File: src/rtl/motor_dac_adc_spi.sv
// SPI front end for the motor loop: serializes DAC setpoint writes and ADC Ufeed reads through one FSM.
// Define MOTOR_ADC_AVG4_EN to average four back-to-back ADC conversions per read.
module motor_dac_adc_spi #(
  parameter int         CLK_DIV    = 4,
  parameter logic [7:0] DAC_CMD    = 8'h30,
  parameter int         CONV_PULSE = 4,
  parameter int         CONV_WAIT  = 100,
  parameter int         CS_IDLE    = 8
) (
  input  logic        clk_i,
  input  logic        rst_i,
  input  logic        motor_data_in_en_i,
  input  logic [15:0] motor_data_in_i,
  input  logic        motor_rd_en_i,
  output logic        motor_Ufeed_en_o,
  output logic [15:0] motor_Ufeed_o,
  output logic        busy_o,
  output logic        dac_sclk_o,
  output logic        dac_cs_n_o,
  output logic        dac_mosi_o,
  output logic        adc_convst_o,
  output logic        adc_sclk_o,
  output logic        adc_cs_n_o,
  input  logic        adc_miso_i
);

  localparam logic [2:0] ST_IDLE      = 3'd0;
  localparam logic [2:0] ST_DAC_SHIFT = 3'd1;
  localparam logic [2:0] ST_ADC_CONV  = 3'd2;
  localparam logic [2:0] ST_ADC_SHIFT = 3'd3;
  localparam logic [2:0] ST_GAP       = 3'd4;

  localparam logic [15:0] LP_PH_RISE  = 16'(CLK_DIV - 1);
  localparam logic [15:0] LP_PH_FALL  = 16'(2 * CLK_DIV - 1);
  localparam logic [15:0] LP_CONV_HI  = 16'(CONV_PULSE - 1);
  localparam logic [15:0] LP_CONV_END = 16'(CONV_PULSE + CONV_WAIT - 1);
  localparam logic [15:0] LP_GAP_END  = 16'(CS_IDLE - 1);
  localparam logic [4:0]  LP_DAC_LAST = 5'd23;
  localparam logic [4:0]  LP_ADC_LAST = 5'd15;

  logic [2:0]  r_state;
  logic [15:0] r_phase;
  logic [4:0]  r_bit;
  logic [23:0] r_dac_sr;
  logic [15:0] r_adc_sr;
  logic [15:0] r_word;
  logic        r_wr_pend;
  logic        r_rd_pend;
  logic        r_busy;
  logic        r_dac_sclk;
  logic        r_dac_cs_n;
  logic        r_dac_mosi;
  logic        r_adc_convst;
  logic        r_adc_sclk;
  logic        r_adc_cs_n;
  logic [15:0] r_ufeed;
  logic        r_ufeed_en;

  logic        w_idle;
  logic        w_take_rd;
  logic        w_take_wr;
  logic        w_rd_active;
  logic [15:0] w_word_src;
  logic        w_bit_rise;
  logic        w_bit_end;

`ifdef MOTOR_ADC_AVG4_EN
  logic [17:0] r_acc;
  logic [1:0]  r_avg_cnt;
  logic        r_avg_more;
  logic [17:0] w_sum;

  assign w_sum       = r_acc + {2'b00, r_adc_sr};
  assign w_rd_active = (r_state == ST_ADC_CONV) || (r_state == ST_ADC_SHIFT) ||
                       ((r_state == ST_GAP) && r_avg_more);
`else
  assign w_rd_active = (r_state == ST_ADC_CONV) || (r_state == ST_ADC_SHIFT);
`endif

  // A request may be taken straight from the input pins in IDLE; reads win over writes.
  assign w_idle     = (r_state == ST_IDLE);
  assign w_take_rd  = w_idle && (r_rd_pend || motor_rd_en_i);
  assign w_take_wr  = w_idle && !w_take_rd && (r_wr_pend || motor_data_in_en_i);
  assign w_word_src = motor_data_in_en_i ? motor_data_in_i : r_word;
  assign w_bit_rise = (r_phase == LP_PH_RISE);
  assign w_bit_end  = (r_phase == LP_PH_FALL);

  // One-deep request capture: the newest write word wins, duplicate reads collapse.
  always_ff @(posedge clk_i) begin
    if (rst_i) begin
      r_wr_pend <= 1'b0;
      r_rd_pend <= 1'b0;
      r_word    <= 16'h0000;
    end else begin
      r_word    <= w_word_src;
      r_wr_pend <= w_take_wr ? 1'b0 : (r_wr_pend || motor_data_in_en_i);
      r_rd_pend <= w_take_rd ? 1'b0 : (r_rd_pend || (motor_rd_en_i && !w_rd_active));
    end
  end

  // Transaction FSM; every SPI pin is driven straight from a register.
  always_ff @(posedge clk_i) begin
    if (rst_i) begin
      r_state      <= ST_IDLE;
      r_phase      <= 16'd0;
      r_bit        <= 5'd0;
      r_dac_sr     <= 24'd0;
      r_adc_sr     <= 16'd0;
      r_busy       <= 1'b0;
      r_dac_sclk   <= 1'b0;
      r_dac_cs_n   <= 1'b1;
      r_dac_mosi   <= 1'b0;
      r_adc_convst <= 1'b0;
      r_adc_sclk   <= 1'b0;
      r_adc_cs_n   <= 1'b1;
      r_ufeed      <= 16'd0;
      r_ufeed_en   <= 1'b0;
`ifdef MOTOR_ADC_AVG4_EN
      r_acc        <= 18'd0;
      r_avg_cnt    <= 2'd0;
      r_avg_more   <= 1'b0;
`endif
    end else begin
      r_ufeed_en <= 1'b0;
      case (r_state)
        ST_IDLE: begin
          r_phase <= 16'd0;
          r_bit   <= 5'd0;
          if (w_take_rd) begin
            r_state      <= ST_ADC_CONV;
            r_busy       <= 1'b1;
            r_adc_convst <= 1'b1;
          end else if (w_take_wr) begin
            r_state    <= ST_DAC_SHIFT;
            r_busy     <= 1'b1;
            r_dac_cs_n <= 1'b0;
            r_dac_sr   <= {DAC_CMD, w_word_src};
            r_dac_mosi <= DAC_CMD[7];
          end else begin
            r_busy <= 1'b0;
          end
        end
        ST_DAC_SHIFT: begin
          if (w_bit_rise) begin
            r_dac_sclk <= 1'b1;
            r_phase    <= r_phase + 16'd1;
          end else if (w_bit_end) begin
            r_dac_sclk <= 1'b0;
            r_phase    <= 16'd0;
            if (r_bit == LP_DAC_LAST) begin
              r_state    <= ST_GAP;
              r_dac_cs_n <= 1'b1;
              r_dac_mosi <= 1'b0;
            end else begin
              r_bit      <= r_bit + 5'd1;
              r_dac_sr   <= {r_dac_sr[22:0], 1'b0};
              r_dac_mosi <= r_dac_sr[22];
            end
          end else begin
            r_phase <= r_phase + 16'd1;
          end
        end
        ST_ADC_CONV: begin
          if (r_phase == LP_CONV_END) begin
            r_state      <= ST_ADC_SHIFT;
            r_adc_convst <= 1'b0;
            r_adc_cs_n   <= 1'b0;
            r_phase      <= 16'd0;
            r_bit        <= 5'd0;
          end else begin
            r_phase <= r_phase + 16'd1;
            if (r_phase == LP_CONV_HI) begin
              r_adc_convst <= 1'b0;
            end else begin
              r_adc_convst <= r_adc_convst;
            end
          end
        end
        ST_ADC_SHIFT: begin
          if (w_bit_rise) begin
            r_adc_sclk <= 1'b1;
            r_adc_sr   <= {r_adc_sr[14:0], adc_miso_i};
            r_phase    <= r_phase + 16'd1;
          end else if (w_bit_end) begin
            r_adc_sclk <= 1'b0;
            r_phase    <= 16'd0;
            if (r_bit == LP_ADC_LAST) begin
              r_state    <= ST_GAP;
              r_adc_cs_n <= 1'b1;
`ifdef MOTOR_ADC_AVG4_EN
              if (r_avg_cnt == 2'd3) begin
                r_ufeed    <= w_sum[17:2];
                r_ufeed_en <= 1'b1;
                r_acc      <= 18'd0;
                r_avg_cnt  <= 2'd0;
                r_avg_more <= 1'b0;
              end else begin
                r_acc      <= w_sum;
                r_avg_cnt  <= r_avg_cnt + 2'd1;
                r_avg_more <= 1'b1;
              end
`else
              r_ufeed    <= r_adc_sr;
              r_ufeed_en <= 1'b1;
`endif
            end else begin
              r_bit <= r_bit + 5'd1;
            end
          end else begin
            r_phase <= r_phase + 16'd1;
          end
        end
        ST_GAP: begin
          if (r_phase == LP_GAP_END) begin
            r_phase <= 16'd0;
`ifdef MOTOR_ADC_AVG4_EN
            if (r_avg_more) begin
              r_state      <= ST_ADC_CONV;
              r_adc_convst <= 1'b1;
            end else begin
              r_state <= ST_IDLE;
              r_busy  <= 1'b0;
            end
`else
            r_state <= ST_IDLE;
            r_busy  <= 1'b0;
`endif
          end else begin
            r_phase <= r_phase + 16'd1;
          end
        end
        default: begin
          r_state      <= ST_IDLE;
          r_busy       <= 1'b0;
          r_phase      <= 16'd0;
          r_dac_sclk   <= 1'b0;
          r_dac_cs_n   <= 1'b1;
          r_dac_mosi   <= 1'b0;
          r_adc_convst <= 1'b0;
          r_adc_sclk   <= 1'b0;
          r_adc_cs_n   <= 1'b1;
        end
      endcase
    end
  end

  assign motor_Ufeed_en_o = r_ufeed_en;
  assign motor_Ufeed_o    = r_ufeed;
  assign busy_o           = r_busy;
  assign dac_sclk_o       = r_dac_sclk;
  assign dac_cs_n_o       = r_dac_cs_n;
  assign dac_mosi_o       = r_dac_mosi;
  assign adc_convst_o     = r_adc_convst;
  assign adc_sclk_o       = r_adc_sclk;
  assign adc_cs_n_o       = r_adc_cs_n;

endmodule

File: config.mk
export PLATFORM = sky130hd
export DESIGN_NAME = motor_dac_adc_spi
export DESIGN_NICKNAME = d
export VERILOG_FILES = /design/src/rtl/motor_dac_adc_spi.sv
export SDC_FILE = /design/constraint.sdc
export NUM_CORES = 1
export LEC_CHECK = 0
export ABC_CLOCK_PERIOD_IN_PS = 6100
export CAP_MARGIN = 5
export CORE_AREA = 2 2 95 97
export CTS_BUF_LIST = sky130_fd_sc_hd__clkbuf_8
export CTS_CLUSTER_SIZE = 24
export DETAILED_ROUTE_END_ITERATION = 7
export DIE_AREA = 0 0 97 99
export DONT_BUFFER_PORTS = 1
export PLACE_DENSITY = 0.75
export SYNTH_ARGS = -nofsm -noshare
export SYNTH_HDL_FRONTEND = slang
export SYNTH_SLANG_ARGS = --single-unit
File: constraint.sdc
create_clock -name clk_i -period 6.1 [get_ports clk_i]
set_input_delay 1.83 -clock clk_i [delete_from_list [all_inputs] [get_ports clk_i]]
set_output_delay 1.83 -clock clk_i [all_outputs]
set_load 0.05 [all_outputs]
-- Yosys cells after proc, flatten, opt, wreduce, memory -nomap -nowiden
Cells that the tools add are included.
- register bits: 105
- word-level logic and storage cells: 146
- input bits: 21
- bitwise operators: 9
- reduce and logical (&&, ||, !) cells: 35
- eq/ne operators: 26
- add/subtract/negate cells: 2
- muxes and demuxes: 57
- operators with widths (cell ; number):
    23-bit 2-to-1 mux ; 5
    16-bit 2-to-1 mux ; 4
    16-bit case mux with 3 select lines ; 1
    23-bit case mux with 2 select lines ; 1
    5-bit 2-to-1 mux ; 7
    3-bit 2-to-1 mux ; 10
    1-bit 2-to-1 mux ; 20
    5-bit case mux with 4 select lines ; 1
    2-bit != test, second input constant ; 9
    16-bit by 1-bit adder with 16-bit output, second input constant ; 1
    16-bit by 2-bit equality test with 1-bit output, second input constant ; 1
    16-bit by 3-bit equality test with 1-bit output, second input constant ; 1
    16-bit by 7-bit equality test with 1-bit output, second input constant ; 1
    1-bit case mux with 3 select lines ; 5
    3-bit case mux with 5 select lines ; 1
    6-bit AND reduction ; 2
    3-bit OR reduction ; 4
    4-bit OR reduction ; 3
    5-bit AND reduction ; 2
    1-bit inverter ; 9
    9-bit AND reduction ; 1
    2-bit by 1-bit != test with 1-bit output, second input constant ; 4
    2-bit AND reduction ; 4
    8-bit AND reduction ; 1
    other kinds (19) ; 31

-- Longest topological paths before layout
- word-level depth: 8
- gate-level depth with buffers: 9
- gate-level depth less buffers: 8

-- Worst setup path before layout
No wires, ideal clock.
- path kind: input port to flip-flop
- start: input motor_data_in_en_i
- end: register r_dac_sr[10]
- buffers on the path: 2
- setup time: 70 ps
- data required time: 6030 ps
- path slack: 2817 ps
- cell stages on the path: 7
- arrival: 3212 ps
- path through: clkbuf_1 -> nor2_1 -> nand3b_1 -> o21ai_1 -> clkbuf_1 -> nand2_1 -> a21oi_1
- word-level cells in the longest chain between the ends: 4
- ends and longest elaborated chain (item ; RTL line ; source):
    start: declaration ; 12 ; input logic motor_data_in_en_i,
    16-bit 2-to-1 mux or 1-bit logical OR (tied branches) ; 84, 83 ;
    23-bit 2-to-1 mux or 1-bit logical AND (tied branches) ; 133, 83 ;
    23-bit 2-to-1 mux or 2-bit by 1-bit != test with 1-bit output (tied branches) ; - ;
    23-bit case mux with 2 select lines or 6-bit AND reduction (tied branches) ; - ;
    end signal: assignment ; 137 ; r_dac_sr <= {DAC_CMD, w_word_src};
    end signal: assignment ; 156 ; r_dac_sr <= {r_dac_sr[22:0], 1'b0};
    end: declaration ; 44 ; logic [23:0] r_dac_sr;
Several ways; a longest one is shown, not always the timed one. The select of a mux whose other input is x is not followed.
A chain may end at the register's enable or synchronous reset.

-- Final worst setup path
- start: register r_busy (netlist: busy_o)
- end: output busy_o
- RTL lines (item ; RTL line ; source):
    start: declaration ; 49 ; logic r_busy;
    start signal: assignment ; 109 ; r_busy <= 1'b0;
    start signal: assignment ; 131 ; r_busy <= 1'b1;
    start signal: assignment ; 135 ; r_busy <= 1'b1;
    end: declaration ; 17 ; output logic busy_o,
No word-level cell between the ends.

==> summary.txt <==
STA
  • Setup_tns: 0 ps
  • Post-layout min period: 2880 ps
  • Slew Viols, Final: 0
  • Final period util: 0.472
  • Slew @ Worst Pin: 1080 ps
  • Final Hold Violating Endpoints: 0
  • Worst Skew: 17.0 ps
  • Fmax: 347 MHz
  • Final setup fails: 0
  • Setup ws final: 3220 ps
  • Slew HR: 0.276
  • RSZ-0062 raised after global routing: no

Floorplan
  • Rows: 34
  • I/O pin count: 45
  • Height of the chip: 99 µm
  • Placeable Area: 0.00855 mm²
  • Initial core utilization: 0.506
  • Chip width: ~97 µm
  • DIE AREA: 0.00960 mm²

Worst setup path
  • Crit path to: busy_o
  • Critical path capture point type: output pin
  • Crit Path Max Fanout: 2
  • R2r worst-path depth: 5
  • Crit path DAT: 1050 ps
  • CP Depth: 0
  • Worst setup path start: busy_o
  • Crit Path Class: flop to output pin
  • CP Launch Type: flop
  • Worst path required time: about 4300 ps
  • FF-to-FF Start: r_phase[8]
  • Reg2reg setup slack: between 3000 and 4000 ps
  • RR Endpoint: r_phase[14]

Layout
  • Share of layout cells above drive strength 1: 0.0621
  • Reg area: about 0.0021 mm²
  • Multi-input gate area: 0.00206 mm²
  • Final core utilization: 0.532
  • Ant. Diodes: 0
  • Layout area overhead: 5.09%
  • Layout fillers: 801
  • # nets final: 534

Clock network
  • Root Buffer: clkbuf_8
  • Clock buffer depth: 2
  • Postcts setup bufs: 0
  • Clock slew at reported path FFs: 100 ps
  • CTS tree: built
  • Resized Gates After CTS: 0
  • H-tree Lvls: 3
  • Clk sinks: 105
  • Hold buffers post-CTS: 0
  • CTS Buf Count: 9
  • Clk_lat worst skew: approximately 370 ps

Logic synthesis
  • Syn nets: 553
  • Synthesized area: 0.00433 mm²
  • Synthesized instance count: about 530
  • Top-area cell type share of the netlist area: 0.486
  • Post-synth ARST share: 0
  • Post-synthesis sequential area ratio: 0.486
  • Synth area leader: dfxtp_1
  • Synth Warn #: 0
  • Count of flip-flops with a built-in enable after synthesis: 0
  • Mean post-synth cell area: between 8 and 9 µm²
  • Post-synth cell types: 51
  • Seq cells post-synth: about 110
  • Most used DFF post-synth: dfxtp_1
  • Ranking of synthesized cells by area: dfxtp_1 49%, nand2_1 11%, a21oi_1 6.7%, nor2_1 4.6%, mux2i_1 4.4%

Detailed routing
  • # DRC: 0
  • Vias per inst: 5.43
  • Via count: 3383
  • Wire per inst: 13.3 µm
  • Final antenna-violating net count: 0
  • Final WL: between 8000 and 9000 µm
  • DRT iter0 DRCs: around 160
  • Initial DRT Pass Iterations: 4

GRT
  • Number of global-route vias before repair: 3213
  • Largest net degree at the start of global routing: 87
  • Initial antenna violation count: 0
  • GRT Util Overall: 0.177
  • Total gr overflow: 0
  • First-pass GRT wire length: 14200 µm

Power
  • Final Power: 0.00157 W
  • PwrDens: 346 mW/mm²
  • Lkg Pwr: about 1.6 nW
  • Maximum vdd drop: 0.000162 V

Place
  • Dpl ws: 2850 ps
  • GP Congestion: approximately 0.8
  • Dpl hpwl: 5370 µm
  • Port bufs: 0

Outcome
  • Status: finished, final reports clean

Hold path
  • Source of the worst hold timing path: r_dac_sr[1]
  • Hold crit path type: flop to flop

Flow run
  • MaxCap Viol Count: 0
[synthesized netlist by cell type, drive strengths merged (4+ instances only)]
master	n
and4	4
nor3	7
buf	9
o311ai	4
nor4	5
nand2	131
xnor2	6
o21ai	23
nand4	6
a21oi	58
xor2	8
nor2	53
dfxtp	105
mux2i	19
inv	10
nand3	14
clkbuf	23
[power breakdown]
| group | total [W] | leakage (nW) | internal [W] | switching [W] |
|---|---|---|---|---|
| clock network | 0.000412 | 0.101 | 0.000161 | 0.000252 |
| registers | 0.000839 | 0.852 | 0.000738 | 0.000101 |
| logic | 0.000321 | 0.601 | 0.000109 | 0.000213 |
[sequential cells by signal, indices dropped and copies added, names as in the netlist]
name,count
r_rd_pend,1
busy_o,1
dac_sclk_o,1
r_state,3
r_bit,5
dac_mosi_o,1
adc_convst_o,1
motor_Ufeed_o,16
r_dac_sr,23
r_adc_sr,16
adc_sclk_o,1
r_word,16
adc_cs_n_o,1
motor_Ufeed_en_o,1
r_wr_pend,1
r_phase,16
dac_cs_n_o,1
[per-layer routing]
layer	routed length (µm)	global-route usage	vias up	part of all wire
met5	0	0	-	0
met4	121	0.0726	0	0.015
met3	465	0.0433	12	0.056
met2	3930	0.302	74	0.48
met1	3740	0.215	1548	0.45
li1	-	-	1749	-
[worst min path at each step]
stage,endpoint,slack (ps),depth (start not counted)
2_1_floorplan,r_phase[0],420,1
3_3_place_gp,r_phase[0],430,1
3_5_place_dp,r_dac_sr[9],440,2
4_1_cts,r_dac_sr[1],450,2
5_1_grt,r_dac_sr[1],470,2
6_report,r_dac_sr[1],450,2
[cell families (layout without fill, tap and decap cells)]
kind of cell,count (synthesis),in the layout,synth area share
AND/OR/NAND/NOR,239,239,0.253
AO/OA/AOI/OAI,105,105,0.138
flip-flops,105,105,0.486
buffers and inverters,43,29,0.0393
multiplexers,20,20,0.0465
XOR/XNOR,14,14,0.0283
adder cells (fa/ha/maj),3,3,0.00867
[cell usage in the layout (no fill, tap or decap), types with 3 or more instances in the layout]
| cell | instances |
|---|---|
| nor3_1 | 5 |
| dfxtp_1 | 105 |
| and3_1 | 3 |
| o21ai_0 | 20 |
| o21a_1 | 3 |
| nand2_1 | 131 |
| a21oi_1 | 58 |
| xor2_1 | 8 |
| xnor2_1 | 6 |
| o211ai_1 | 3 |
| ha_1 | 3 |
| mux2i_1 | 19 |
| nand3_1 | 14 |
| nor2_1 | 53 |
| o311ai_0 | 3 |
| nor2b_1 | 3 |
| nor4_1 | 3 |
| o21ai_1 | 3 |
| inv_1 | 10 |
| nand4_1 | 5 |
| clkbuf_8 | 9 |
[area by class of cell]
cell class,instances,share of cell area
clock inverters,7,0.0154
inverters,11,0.00908
flip-flops and latches,105,0.462
well taps,108,0.0297
multi-input cells,381,0.453
clock buffers,9,0.0272
repair buffers,2,0.00330
[through the flow]
stage	hold slack (ps)	instances	instance area [µm²]
6_report	452	623	4550
5_1_grt	471	623	4550
4_1_cts	453	623	4550
3_5_place_dp	437	607	4350
3_3_place_gp	426	607	4350
2_1_floorplan	418	529	4330
(Power assumes the default switching activity.)
